==> config.mk <==
export PLATFORM = sky130hd
export DESIGN_NAME = ntt_intt_bf_sched
export DESIGN_NICKNAME = d
export VERILOG_FILES = /design/src/rtl/ntt_intt_ip_pkg.sv /design/src/rtl/ntt_intt_bf_idx_gen.sv /design/src/rtl/ntt_intt_bf_sched.sv
export SDC_FILE = /design/constraint.sdc
export NUM_CORES = 1
export LEC_CHECK = 0
export BUFFER_PORTS_ARGS = -buffer_cell sky130_fd_sc_hd__buf_4
export CAP_MARGIN = 25
export CORE_MARGIN = 4
export CORE_UTILIZATION = 48
export CTS_CLUSTER_SIZE = 40
export DETAILED_ROUTE_END_ITERATION = 16
export PLACE_DENSITY = 0.68
export SETUP_SLACK_MARGIN = 0.02
export SLEW_MARGIN = 25
export SYNTH_ARGS = -nofsm -noshare
export SYNTH_HDL_FRONTEND = slang
export SYNTH_SLANG_ARGS = --single-unit
==> constraint.sdc <==
create_clock -name clk -period 12 [get_ports clk]
set_clock_uncertainty 0.2 [all_clocks]
set_input_delay 2.4 -clock clk [delete_from_list [all_inputs] [get_ports clk]]
set_output_delay 2.4 -clock clk [all_outputs]
set_load 0.005 [all_outputs]
==> src/rtl/ntt_intt_ip_pkg.sv <==
// Shared types and constants for the Kyber NTT/INTT butterfly scheduler.
package ntt_intt_ip_pkg;

  localparam int N_COEFF    = 256;
  localparam int NUM_LAYERS = 7;
  localparam int KYBER_Q    = 3329;

  typedef enum logic [1:0] {
    BF_CT    = 2'b00,
    BF_GS    = 2'b01,
    BF_SCALE = 2'b10
  } bf_op_e;

  typedef enum logic [2:0] {
    ST_IDLE   = 3'd0,
    ST_ISSUE  = 3'd1,
    ST_DRAIN  = 3'd2,
    ST_SCALE  = 3'd3,
    ST_SDRAIN = 3'd4,
    ST_DONE   = 3'd5
  } sched_state_e;

endpackage

==> src/rtl/ntt_intt_bf_idx_gen.sv <==
// Combinational map (mode, layer, butterfly count, scale) -> coefficient pair, twiddle index, op.
// Zero latency; no flow control of its own.
module ntt_intt_bf_idx_gen
  import ntt_intt_ip_pkg::*;
(
  input  logic       mode_i,
  input  logic [2:0] layer_i,
  input  logic [6:0] b_i,
  input  logic       scale_i,
  output logic [7:0] idx_a_o,
  output logic [7:0] idx_b_o,
  output logic [6:0] zeta_idx_o,
  output bf_op_e     op_o
);

  logic [3:0] s;
  logic [7:0] len;
  logic [6:0] len_m1;
  logic [6:0] g;
  logic [6:0] off;
  logic [7:0] idx_a;

  always_comb begin
    // NTT halves the butterfly span each layer, INTT doubles it
    s      = mode_i ? ({1'b0, layer_i} + 4'd1) : (4'd7 - {1'b0, layer_i});
    len    = 8'd1 << s;
    len_m1 = 7'(len - 8'd1);
    g      = b_i >> s;
    off    = b_i & len_m1;
    idx_a  = ({1'b0, g} << (s + 4'd1)) | {1'b0, off};

    idx_a_o    = idx_a;
    idx_b_o    = idx_a + len;
    zeta_idx_o = mode_i ? ((7'd127 >> layer_i) - g) : ((7'd1 << layer_i) + g);
    op_o       = mode_i ? BF_GS : BF_CT;

    if (scale_i) begin
      idx_a_o    = {b_i, 1'b0};
      idx_b_o    = {b_i, 1'b1};
      zeta_idx_o = '0;
      op_o       = BF_SCALE;
    end
  end

endmodule

==> src/rtl/ntt_intt_bf_sched.sv <==
// Butterfly-issue scheduler: walks 7 layers (plus INTT scale pass), one tuple per valid/ready fire.
// Tuples are combinational from registered state; issue stalls at MAX_OUT in flight and drains between layers.
module ntt_intt_bf_sched
  import ntt_intt_ip_pkg::*;
#(
  parameter int MAX_OUT = 8,
  parameter int OUT_W   = 4
) (
  input  logic       clk,
  input  logic       rst_n,
  input  logic       start_i,
  input  logic       mode_i,
  input  logic       abort_i,
  output logic       busy_o,
  output logic       done_o,
  output logic [2:0] layer_o,
  output logic       bf_valid_o,
  input  logic       bf_ready_i,
  output logic [7:0] bf_idx_a_o,
  output logic [7:0] bf_idx_b_o,
  output logic [6:0] bf_zeta_idx_o,
  output logic [1:0] bf_op_o,
  input  logic       bf_wb_i,
  output logic       err_o
);

  localparam logic [OUT_W-1:0] MAX_OUT_C = OUT_W'(MAX_OUT);
  localparam logic [OUT_W-1:0] ONE_C     = OUT_W'(1);
  localparam logic [6:0]       LAST_B    = 7'(N_COEFF / 2 - 1);
  localparam logic [2:0]       LAST_L    = 3'(NUM_LAYERS - 1);

  sched_state_e     state_q, state_d;
  logic             mode_q, mode_d;
  logic [2:0]       l_q, l_d;
  logic [6:0]       b_q, b_d;
  logic [OUT_W-1:0] out_q, out_d;
  logic             err_q, err_d;

  logic             issuing;
  logic             vld;
  logic             fire;
  logic [7:0]       gen_a;
  logic [7:0]       gen_b;
  logic [6:0]       gen_z;
  bf_op_e           gen_op;

  ntt_intt_bf_idx_gen u_idx_gen (
    .mode_i     (mode_q),
    .layer_i    (l_q),
    .b_i        (b_q),
    .scale_i    (state_q == ST_SCALE),
    .idx_a_o    (gen_a),
    .idx_b_o    (gen_b),
    .zeta_idx_o (gen_z),
    .op_o       (gen_op)
  );

  always_ff @(posedge clk) begin
    if (!rst_n) begin
      state_q <= ST_IDLE;
      mode_q  <= 1'b0;
      l_q     <= '0;
      b_q     <= '0;
      out_q   <= '0;
      err_q   <= 1'b0;
    end else begin
      state_q <= state_d;
      mode_q  <= mode_d;
      l_q     <= l_d;
      b_q     <= b_d;
      out_q   <= out_d;
      err_q   <= err_d;
    end
  end

  always_comb begin
    issuing = (state_q == ST_ISSUE) || (state_q == ST_SCALE);
    vld     = issuing && (out_q < MAX_OUT_C);
    fire    = vld && bf_ready_i;
  end

  always_comb begin
    state_d = state_q;
    mode_d  = mode_q;
    l_d     = l_q;
    b_d     = b_q;
    out_d   = out_q;
    // A write-back with nothing in flight is flagged and otherwise ignored
    err_d   = bf_wb_i && (out_q == '0);

    if (fire) begin
      out_d = out_d + ONE_C;
    end
    if (bf_wb_i && (out_q != '0)) begin
      out_d = out_d - ONE_C;
    end

    case (state_q)
      ST_IDLE: begin
        if (start_i) begin
          mode_d  = mode_i;
          l_d     = '0;
          b_d     = '0;
          state_d = ST_ISSUE;
        end
      end
      ST_ISSUE, ST_SCALE: begin
        if (fire) begin
          b_d = b_q + 7'd1;
          if (b_q == LAST_B) begin
            state_d = (state_q == ST_ISSUE) ? ST_DRAIN : ST_SDRAIN;
          end
        end
      end
      ST_DRAIN: begin
        if (out_q == '0) begin
          b_d = '0;
          if (l_q != LAST_L) begin
            l_d     = l_q + 3'd1;
            state_d = ST_ISSUE;
          end else begin
            state_d = mode_q ? ST_SCALE : ST_DONE;
          end
        end
      end
      ST_SDRAIN: begin
        if (out_q == '0) begin
          state_d = ST_DONE;
        end
      end
      ST_DONE: begin
        l_d     = '0;
        b_d     = '0;
        state_d = ST_IDLE;
      end
      default: state_d = ST_IDLE;
    endcase

    if (abort_i) begin
      state_d = ST_IDLE;
      l_d     = '0;
      b_d     = '0;
      out_d   = '0;
    end
  end

  always_comb begin
    busy_o        = (state_q != ST_IDLE);
    done_o        = (state_q == ST_DONE);
    layer_o       = ((state_q == ST_SCALE) || (state_q == ST_SDRAIN)) ? 3'd7 : l_q;
    bf_valid_o    = vld;
    bf_idx_a_o    = '0;
    bf_idx_b_o    = '0;
    bf_zeta_idx_o = '0;
    bf_op_o       = 2'b00;
    if (issuing) begin
      bf_idx_a_o    = gen_a;
      bf_idx_b_o    = gen_b;
      bf_zeta_idx_o = gen_z;
      bf_op_o       = gen_op;
    end
    err_o = err_q;
  end

endmodule

==> summary.txt, run 1 <==
status: complete, no violations
Mean Syn Cell Area: 6.83 um2
# Post-CTS Setup Buffers: 0
Placeable Area: 6790 um2
gr ovfl total: 0
WL/cell: 16.6 um
first-pass GRT wire length: 16200 um
die width: 91.6 um
hold_ws: 0.337 ns
# DRC: 0
CTS buffer count: 3
Max-Cap Viols: 0
Clock Sinks: 19
# diodes: 0
area grow syn2layout: 10.0%
Post-layout nets: 550
CP startpoint kind: register
register area share after synthesis: 11.3%
Simple-Gate Fraction of Synth Area: 29.7%
register area: 380 um2
placed cells: 598
Tcrit/Tclk final: 66.5%
PortBufs: 38
synth warn: 0
initial cell density of the core: 49.3%
PwrDens: 41.5 nW/um2
RSZ-0062 raised after global routing: no
setup TNS: 0 ns
post_cts resized: 0
Slew headroom: 46.0%
post-synthesis mux area share: 2.69%
antenna violations before repair: 0
vias in the first global route: 3364
Crit Path Max Fanout: 20
Post-synth EDFFs: 0
post-synthesis net count: 534
Final Hold Viols: 0
Min-Delay Path Class: register to register
TritonCTS clock tree: yes
fillers: 649
CP arrival: 5.38 ns
vias per inst: 5.95
Die Ht: 91.6 um
Max Root-Sink Buffers: 2
DIE AREA: 8380 um2
xor and xnor area share after synthesis: 7.05%
peak supply drop: 61.0 uV
hold_buf cts: 0
fmax: 125 MHz
layout cells sized above 1: 12.1%
Crit path required time: 9.40 ns
Final Wtd Congestion: 0.954
largest family of logic cells by synthesized area: simple AND/OR/NAND/NOR gates
Max Slew Vio Count: 0
Clock Pin Slew Worst Setup and Hold Paths: 0.08 ns
worst slew pin tran: 0.803 ns
DPL Wire Length: 7640 um
Setup Viol. Count Final: 0
Pre-antenna DRT Iters: 6
fin cells: 602
top_reg_cell synth: dfxtp_1
IO Count: 39
via count: 3580
CTS Root Cell: clkbuf_8
Final Critical Period: 7.98 ns
power after layout: 0.153 mW
design area: 3690 um2
total global-route track usage: 23.4%
adder-cell share of the synthesized area: 14.1%
compound-gate portion of the synthesized area: 27.1%
CP Class: register to output pin
Post-Syn Area: 3350 um2
ANT nets after route: 0
H-tree levels: 1
# rows: 30
#FFs+latches synth: 19
number of DRC markers after the initial detailed-route iteration: 322
clock latency on the worst-skew pair: 0.26 ns
multi-input logic area: 2700 um2
Yosys cell types: 71
dpl cell area: 3640 um2
final wirelength: 9980 um
Worst Setup End Kind: output pin
Syn Inst Count: 491
Synth async-reset ratio: 0%
leak pwr: 1.50 nW
largest net degree at the start of global routing: 39
## worst paths after layout
| check | startpoint | endpoint | slack, ns | cells past startpoint |
|---|---|---|---|---|
| setup / recovery | l_q[2]$_SDFFE_PP0P_ | bf_idx_b_o[7] | 4.02 | 16 |
| hold / removal | mode_q$_SDFFE_PN0P_ | mode_q$_SDFFE_PN0P_ | 0.34 | 2 |
| setup reg to reg | l_q[0]$_SDFFE_PP0P_ | l_q[2]$_SDFFE_PP0P_ | 9.21 | 9 |
| hold reg to reg | mode_q$_SDFFE_PN0P_ | mode_q$_SDFFE_PN0P_ | 0.34 | 2 |
## metal layers
metal | GRT usage, % | vias to the layer above | wire (um)
met2 | 37.0 | 163 | 4440
met3 | 2.49 | 35 | 725
met1 | 33.1 | 1619 | 4520
li1 | - | 1763 | -
met5 | 0 | - | 0
met4 | 7.41 | 0 | 296
## power breakdown
part           internal (mW)  leakage (nW)  switching [mW]  total (mW)
Combinational         0.0154          1.32          0.0254      0.0407
Clock                 0.0235        0.0217          0.0236      0.0471
Sequential            0.0640         0.154         0.00126      0.0653
## Yosys cell counts, drive strengths merged (11+ instances only)
| cell | n | area (um2) |
|---|---|---|
| nor2 | 56 | 225 |
| a21oi | 53 | 265 |
| nand2 | 45 | 171 |
| inv | 34 | 128 |
| ha | 33 | 413 |
| o21ai | 21 | 105 |
| clkbuf | 19 | 71.3 |
| dfxtp | 19 | 380 |
| nor3 | 18 | 90.1 |
| nor2b | 17 | 106 |
| xnor2 | 17 | 149 |
| nand3 | 15 | 75.1 |
| buf | 11 | 68.8 |
## placed cells by master (no fill, tap or decap), types with 9 or more instances in the layout
master and n:
and2_1 9, ha_1 33, dfxtp_1 19, o21ai_0 17, nor3_1 18, nor2_1 54
buf_4 41, a21oi_1 53, xnor2_1 17, nor2b_1 17, nand3_1 15, xor2_1 10
inv_1 32, nand2_1 44
## logic make-up (layout without fill, tap and decap cells)
kind of cell / Yosys count / after routing
mux: 7 / 7
compound gates: 141 / 141
fa+ha+maj: 36 / 36
simple gates: 197 / 197
flops: 19 / 19
xor+xnor: 27 / 27
buf+inv: 64 / 79
## worst max-delay path: stages (launching register included)
cell and delay [ns]:
dfxtp_1 0.74, inv_1 0.28, ha_1 0.49, a21oi_1 0.58, inv_2 0.19, ha_1 0.44
or2_2 0.35, o32ai_1 0.47, ha_1 0.32, a21oi_1 0.21, o211ai_1 0.16, nor4_1 0.18
nor3_1 0.10, xnor2_1 0.18, xnor2_1 0.10, o2bb2ai_1 0.16, buf_4 0.15
## registers in the layout, indices dropped and copies added (netlist names)
| register | count |
|---|---|
| b_q | 7 |
| err_o | 1 |
| l_q | 3 |
| mode_q | 1 |
| out_q | 4 |
| state_q | 3 |
## through the flow
stage / utilization, % / worst slack [ns]
6_report: 54.3 / 4.02
5_1_grt: 54.3 / 3.80
4_1_cts: 54.3 / 4.20
3_5_place_dp: 53.6 / 4.51
3_3_place_gp: 53.6 / 4.63
2_1_floorplan: - / 5.21
## area by class of cell
type,instances,area share [%]
multi-input combinational,408,73.3
sequential,19,10.3
timing repair buffer,41,8.34
inverter,34,3.46
tap,96,3.26
clock buffer,3,1.12
clock inverter,1,0.204
Power figures use the tool's default switching activity.
==> inputs of run 2 (changes only) <==
- clock period: 12 -> 8.1 ns (I/O delays scaled with it)
==> run 2 against run 1 <==
- first-iteration DRC count grew 33%
- via count grew 1.1%
- clock power grew 48%
- critical path type unchanged
- non-clock buffer count shrank 1
- power grew 48%
- critical path depth is the same
- largest power group unchanged
- register-to-register slack lost 3.8 ns
- sequential share of layout area grew 0.052 points
- global-route usage grew 0.51 points
- utilization shrank 0.092 points
==> summary.txt, run 2 (synthesis gave the netlist of run 1 again) <==
internal power: 0.152 mW (+48%)
antenna violations before repair: 0 (unchanged)
# DRC: 0 (unchanged)
initial cell density of the core: 49.3% (unchanged)
Flop pwr share: 43.5% (+0.9 points)
crit path cell chain: inv_1 > ha_1 > a21oi_1 > inv_2 > ha_1 > or2_2 > o32ai_1 > ha_1 > a21oi_1 > o211ai_1 > nor4_1 > nor3_1 > xnor2_1 > xnor2_1 > o2bb2ai_1 > buf_4
peak supply drop: 78.8 uV (+29%)
gr ovfl total: 0 (unchanged)
IO Count: 39 (unchanged)
DIE AREA: 8380 um2 (unchanged)
post_cts resized: 0 (unchanged)
Post-layout nets: 549 (-0.18%)
fillers: 700 (+7.9%)
PortBufs: 38 (unchanged)
NetSw: 0.0742 mW (+48%)
fin util: 54.2% (-0.092 points)
most frequent cells in the layout: nor2_1, a21oi_1, nand2_1
largest net degree at the start of global routing: 34 (-13%)
Worst Setup End Kind: output pin
TritonCTS clock tree: yes
placed cells: 597 (-0.17%)
leak pwr: 1.49 nW (-0.33%)
fmax: 142 MHz
clock latency on the worst-skew pair: 0.27 ns (about the same)
CP Class: register to output pin
routed length on met3: 726 um (+0.14%)
Pre-antenna DRT Iters: 5 (-1)
layout cells sized above 1: 12.1% (+0.024 points)
Max-Cap Viols: 0 (unchanged)
slowest CP cell: dfxtp_1
Die Ht: 91.6 um (unchanged)
first-pass GRT wire length: 16700 um (+3.0%)
Clock Sinks: 19 (unchanged)
H-tree levels: 1 (unchanged)
Min-Delay Path Class: register to register
Largest regs: b_q x7, out_q x4
Clock Pin Slew Worst Setup and Hold Paths: 0.08 ns (about the same)
die width: 91.6 um (unchanged)
Tcrit/Tclk final: 87.2%
# diodes: 0 (unchanged)
Slew headroom: 45.8% (-0.14 points)
vias in the first global route: 3382 (+0.54%)
number of DRC markers after the initial detailed-route iteration: 428 (+33%)
CP startpoint kind: register
Placeable Area: 6790 um2 (unchanged)
setup TNS: 0 ns (unchanged)
DPL Wire Length: 7740 um (+1.3%)
# Post-CTS Setup Buffers: 0 (unchanged)
ANT nets after route: 0 (unchanged)
PwrDens: 61.5 nW/um2 (+48%)
max reg flops: 7 (unchanged)
# rows: 30 (unchanged)
Reg with most FFs: b_q
Final Wtd Congestion: 0.950 (-0.47%)
CTS Root Cell: clkbuf_8
area grow syn2layout: 9.85%
combinational share of power: 25.8% (-0.8 points)
Max Slew Vio Count: 0 (unchanged)
total global-route track usage: 23.9% (+0.51 points)
Crit Path Max Fanout: 20 (unchanged)
vias per inst: 6.02 (+1.3%)
via count: 3621 (+1.1%)
WL/cell: 16.8 um (+1.5%)
worst slew pin tran: 0.811 ns (+0.00729 ns)
RSZ-0062 raised after global routing: no
fin cells: 601 (-0.17%)
Final Hold Viols: 0 (unchanged)
final wirelength: 10100 um (+1.3%)
Sw Share: 32.8% (-0.066 points)
commonest non-fill, non-tap cell in the layout: nor2_1
hold_ws: 0.420 ns (+0.0830 ns)
max layer used: met4
hold_buf cts: 0 (unchanged)
Max Root-Sink Buffers: 2 (unchanged)
CP arrival: 5.24 ns (-0.14 ns)
Setup Viol. Count Final: 0 (unchanged)
WL met2: 4600 um (+3.6%)
Crit path required time: 6.28 ns (-3.12 ns)
power after layout: 0.227 mW (+48%)
clock group share of total power: 30.7% (about the same)
Slowest Stage Delay on Critical Path: 0.75 ns (about the same)
CTS buffer count: 3 (unchanged)
status: complete, no violations
Worst path most repeated cell: ha_1
met1 WL: 4610 um (+2.2%)
Final Critical Period: 7.06 ns
-- run 2: power by group through the flow --
stage	sequential, mW	combinational [mW]	clock [mW]
6_report	0.0985	0.0585	0.0696
3_5_place_dp	0.101	0.0568	0
4_1_cts	0.0984	0.0574	0.0711
5_1_grt	0.0990	0.0643	0.0765
2_1_floorplan	0.0978	0.0443	0
3_3_place_gp	0.101	0.0570	0
-- run 2: worst paths after layout --
kind | from | to | slack, ns | cells after the start
max | l_q[2]$_SDFFE_PP0P_ | bf_idx_b_o[7] | 1.04 | 16
min | b_q[1]$_SDFFE_PP0P_ | b_q[1]$_SDFFE_PP0P_ | 0.42 | 2
max reg2reg | out_q[0]$_SDFF_PP0_ | b_q[5]$_SDFFE_PP0P_ | 5.38 | 9
min reg2reg | b_q[1]$_SDFFE_PP0P_ | b_q[1]$_SDFFE_PP0P_ | 0.42 | 2
-- run 2: metrics by stage --
stage	area [um2]	setup WS, ns
2_1_floorplan	3350	2.09
3_3_place_gp	3630	1.52
5_1_grt	3680	0.692
6_report	3680	1.04
4_1_cts	3680	1.10
3_5_place_dp	3630	1.41
-- run 2: worst max-delay path, delay by kind of cell (launching register included) --
family                   cells  cell delay (ns)
XOR/XNOR                     2             0.28
flip-flops                   1             0.75
adder cells (fa/ha/maj)      3             1.23
buffers and inverters        3             0.58
AND/OR/NAND/NOR              3             0.64
AO/OA/AOI/OAI                5             1.48
-- run 2: metal layers --
layer  global-route usage [%]  up-vias
met2                     38.6      179
met1                     34.3     1658
met5                        0        -
li1                         -     1765
met3                     1.82       19
met4                     5.90        0
-- run 2: layout make-up --
type                       count  area, um2  area share [%]
multi-input combinational    408       2700            73.4
sequential                    19        382            10.4
timing repair buffer          40        300            8.15
inverter                      34        128            3.47
tap                           96        120            3.26
clock buffer                   3       41.3            1.12
clock inverter                 1       7.51           0.204
==> inputs of run 3 (changes only) <==
- PLACE_DENSITY: 0.68 -> 0.67
- SKIP_LAST_GASP: not set -> 1
- SYNTH_HIERARCHICAL: not set -> 1
==> run 3 against run 2 <==
- count of clock-buffer cells in the layout is the same
- sequential power is essentially flat
- highest routed layer unchanged
- die area grew 9.8%
- fmax shrank 5.8%
- synthesized cell count grew 3.9%
- combinational power grew 49%
- area after synthesis grew 11%
- critical path type unchanged
==> summary.txt, run 3 <==
Min-Delay Endpoint: l_q[0]$_SDFFE_PP0P_
Simple-Gate Fraction of Synth Area: 33.8% (+4.1 points)
DPL Wire Length: 7490 um (-3.3%)
post-synthesis net count: 553 (+3.6%)
number of DRC markers after the initial detailed-route iteration: 257 (-40%)
TritonCTS clock tree: yes
clock latency on the worst-skew pair: 0.27 ns (about the same)
# rows: 31 (+3.3%)
hold wc startpoint: l_q[0]$_SDFFE_PP0P_
ANT nets after route: 0 (unchanged)
#FFs+latches synth: 19 (unchanged)
power after layout: 0.257 mW (+14%)
Tcrit/Tclk final: 92.6% (+5.4 points)
antenna violations before repair: 0 (unchanged)
CP arrival: 5.68 ns (+0.44 ns)
CTS Root Cell: clkbuf_8
final wirelength: 9790 um (-3.2%)
# diodes: 0 (unchanged)
top-count cell post-synth: nand2_1
PwrDens: 63.6 nW/um2 (+3.3%)
setup TNS: 0 ns (unchanged)
Mean Syn Cell Area: 7.28 um2 (+6.7%)
Clock Sinks: 19 (unchanged)
Worst Setup End Kind: output pin
synth warn: 6 (+6)
Synth async-reset ratio: 0% (unchanged)
Yosys cell types: 82 (+15%)
Final Hold Viols: 0 (unchanged)
Syn Inst Count: 510 (+3.9%)
compound-gate portion of the synthesized area: 26.0% (-1.1 points)
post-synthesis mux area share: 5.36% (+2.7 points)
Slew headroom: 45.4% (-0.44 points)
initial cell density of the core: 50.4% (+1.1 points)
Post-layout nets: 568 (+3.5%)
crit path cell chain: inv_1 > ha_1 > nor2b_1 > or2_1 > inv_2 > ha_1 > a211oi_4 > nand2_1 > o22ai_1 > ha_1 > a21o_1 > a21oi_1 > nand2b_1 > nor4_1 > nor3_1 > o21ai_0 > nor4_1 > a311oi_1 > and2_1 > buf_4
hold_ws: 0.344 ns (-0.0754 ns)
CP Class: register to output pin
largest net degree at the start of global routing: 35 (+2.9%)
Max Slew Vio Count: 0 (unchanged)
Placeable Area: 7370 um2 (+8.5%)
via count: 3783 (+4.5%)
post-synth top area share: 11.1% (-1.2 points)
cell taking the most area after synthesis: ha_1
Max Root-Sink Buffers: 2 (unchanged)
Final Wtd Congestion: 0.962 (+1.3%)
area grow syn2layout: 9.06%
Reg with most FFs: b_q
Pre-antenna DRT Iters: 7 (+2)
Post-Syn Area: 3710 um2 (+11%)
xor and xnor area share after synthesis: 5.05% (-2.0 points)
Die Ht: 96.0 um (+4.8%)
first-pass GRT wire length: 16400 um (-1.7%)
Crit path required time: 6.28 ns (about the same)
kind of cell adding the most delay to the critical path: simple AND/OR/NAND/NOR gates
peak supply drop: 98.1 uV (+25%)
die width: 96.0 um (+4.8%)
WL/cell: 15.7 um (-6.6%)
gr ovfl total: 0 (unchanged)
vias in the first global route: 3414 (+0.95%)
IO Count: 39 (unchanged)
fmax: 133 MHz (-5.8%)
CTS buffer count: 3 (unchanged)
hold-critical path depth: 2 (unchanged)
top_reg_cell synth: dfxtp_1
worst slew pin tran: 0.816 ns (+0.00538 ns)
Worst Path Buf+Inv: 3 (unchanged)
total global-route track usage: 21.9% (-2.0 points)
register-to-register setup slack: 5.43 ns (+0.05 ns)
register area share after synthesis: 10.2% (-1.1 points)
Largest regs: b_q x7, out_q x4
Crit Path Max Fanout: 21 (+5.0%)
Setup Viol. Count Final: 0 (unchanged)
DIE AREA: 9210 um2 (+9.8%)
H-tree levels: 1 (unchanged)
worst r2r path cells: 7 (-2)
max reg flops: 7 (unchanged)
Post-synth EDFFs: 0 (unchanged)
slowest CP cell: dfxtp_1
leak pwr: 1.66 nW (+11%)
Slowest Stage Delay on Critical Path: 0.73 ns (-0.02 ns)
CP startpoint kind: register
PortBufs: 38 (unchanged)
Min-Delay Path Class: register to register
# DRC: 0 (unchanged)
commonest cells in the netlist: nand2_1, nor2_1, and2_1, ha_1, a21oi_1
Worst R2R Start: state_q[0]$_SDFFE_PP0P_
hold_buf cts: 0 (unchanged)
most frequent cells in the layout: nand2_1, buf_4, nor2_1
Worst path most repeated cell: ha_1
largest family of logic cells by synthesized area: simple AND/OR/NAND/NOR gates
FF-to-FF End: out_q[2]$_SDFF_PP0_
adder-cell share of the synthesized area: 12.7% (-1.4 points)
fin cells: 623 (+3.7%)
placed cells: 619 (+3.7%)
Max-Cap Viols: 0 (unchanged)
synth top area cells: ha_1, dfxtp_1, and2_1
Clock Pin Slew Worst Setup and Hold Paths: 0.08 ns (about the same)
vias per inst: 6.07 (+0.78%)
RSZ-0062 raised after global routing: no
Final Critical Period: 7.50 ns (+0.438 ns)
commonest non-fill, non-tap cell in the layout: nand2_1
status: complete, no violations
layout cells sized above 1: 14.7% (+2.6 points)
## run 3: what timing repair did
action,4_1_cts,5_1_grt
resized for setup,0,1
buffers inserted,0,0
setup endpoints to repair,0,1
## run 3: worst register-to-register path: stages, from the launching register on
cell and delay (ns):
dfxtp_1 0.68, and4bb_1 0.59, mux2_2 0.43, inv_1 0.06, ha_1 0.13, nand3_1 0.09, xnor3_1 0.34, nor2_1 0.08
## run 3: layout make-up
cell class,count,area (um2)
Tap cell,99,124
Multi-Input combinational cell,432,3090
Fill cell,742,3320
Inverter,28,105
Clock inverter,1,5.00
Timing Repair Buffer,41,308
Clock buffer,3,41.3
Sequential cell,19,380
## run 3: worst max path at each step
stage                     to           startpoint  slack (ns)  depth (start not counted)
3_5_place_dp   bf_idx_b_o[7]  l_q[2]$_SDFFE_PP0P_        0.90                         20
6_report       bf_idx_b_o[7]  l_q[2]$_SDFFE_PP0P_        0.60                         20
2_1_floorplan  bf_idx_b_o[7]  l_q[2]$_SDFFE_PP0P_        1.85                         21
3_3_place_gp   bf_idx_b_o[7]  l_q[2]$_SDFFE_PP0P_        1.09                         20
4_1_cts        bf_idx_b_o[7]  l_q[2]$_SDFFE_PP0P_        0.59                         20
5_1_grt        bf_idx_b_o[7]  l_q[2]$_SDFFE_PP0P_        0.11                         20
## run 3: kinds of logic after synthesis
family | count (synthesis)
AO/OA/AOI/OAI | 130
XOR/XNOR | 19
adder cells (fa/ha/maj) | 36
buffers and inverters | 59
flip-flops | 19
multiplexers | 19
AND/OR/NAND/NOR | 228
## run 3: metrics by stage
| step | setup WS, ns | instance area (um2) | utilization (%) |
|---|---|---|---|
| global route | 0.114 | 4050 | 55.0 |
| global placement | 1.09 | 4000 | 54.2 |
| floorplan | 1.85 | 3710 | - |
| CTS | 0.593 | 4040 | 54.9 |
| finish | 0.601 | 4050 | 55.0 |
| detailed placement | 0.899 | 4000 | 54.2 |
## run 3: power breakdown
group	internal, mW	switching (mW)	total (mW)
Combinational	0.0368	0.0503	0.0871
Sequential	0.0952	0.00515	0.100
Clock	0.0343	0.0357	0.0700
Total	0.166	0.0911	0.257
## run 3: per-layer routing
layer,global-route usage [%],part of all wire [%],vias to the layer above
met5,0,0,-
met4,6.04,1.5,0
met3,1.33,5.3,17
met2,36.4,47,140
met1,30.6,46,1747
li1,-,-,1879
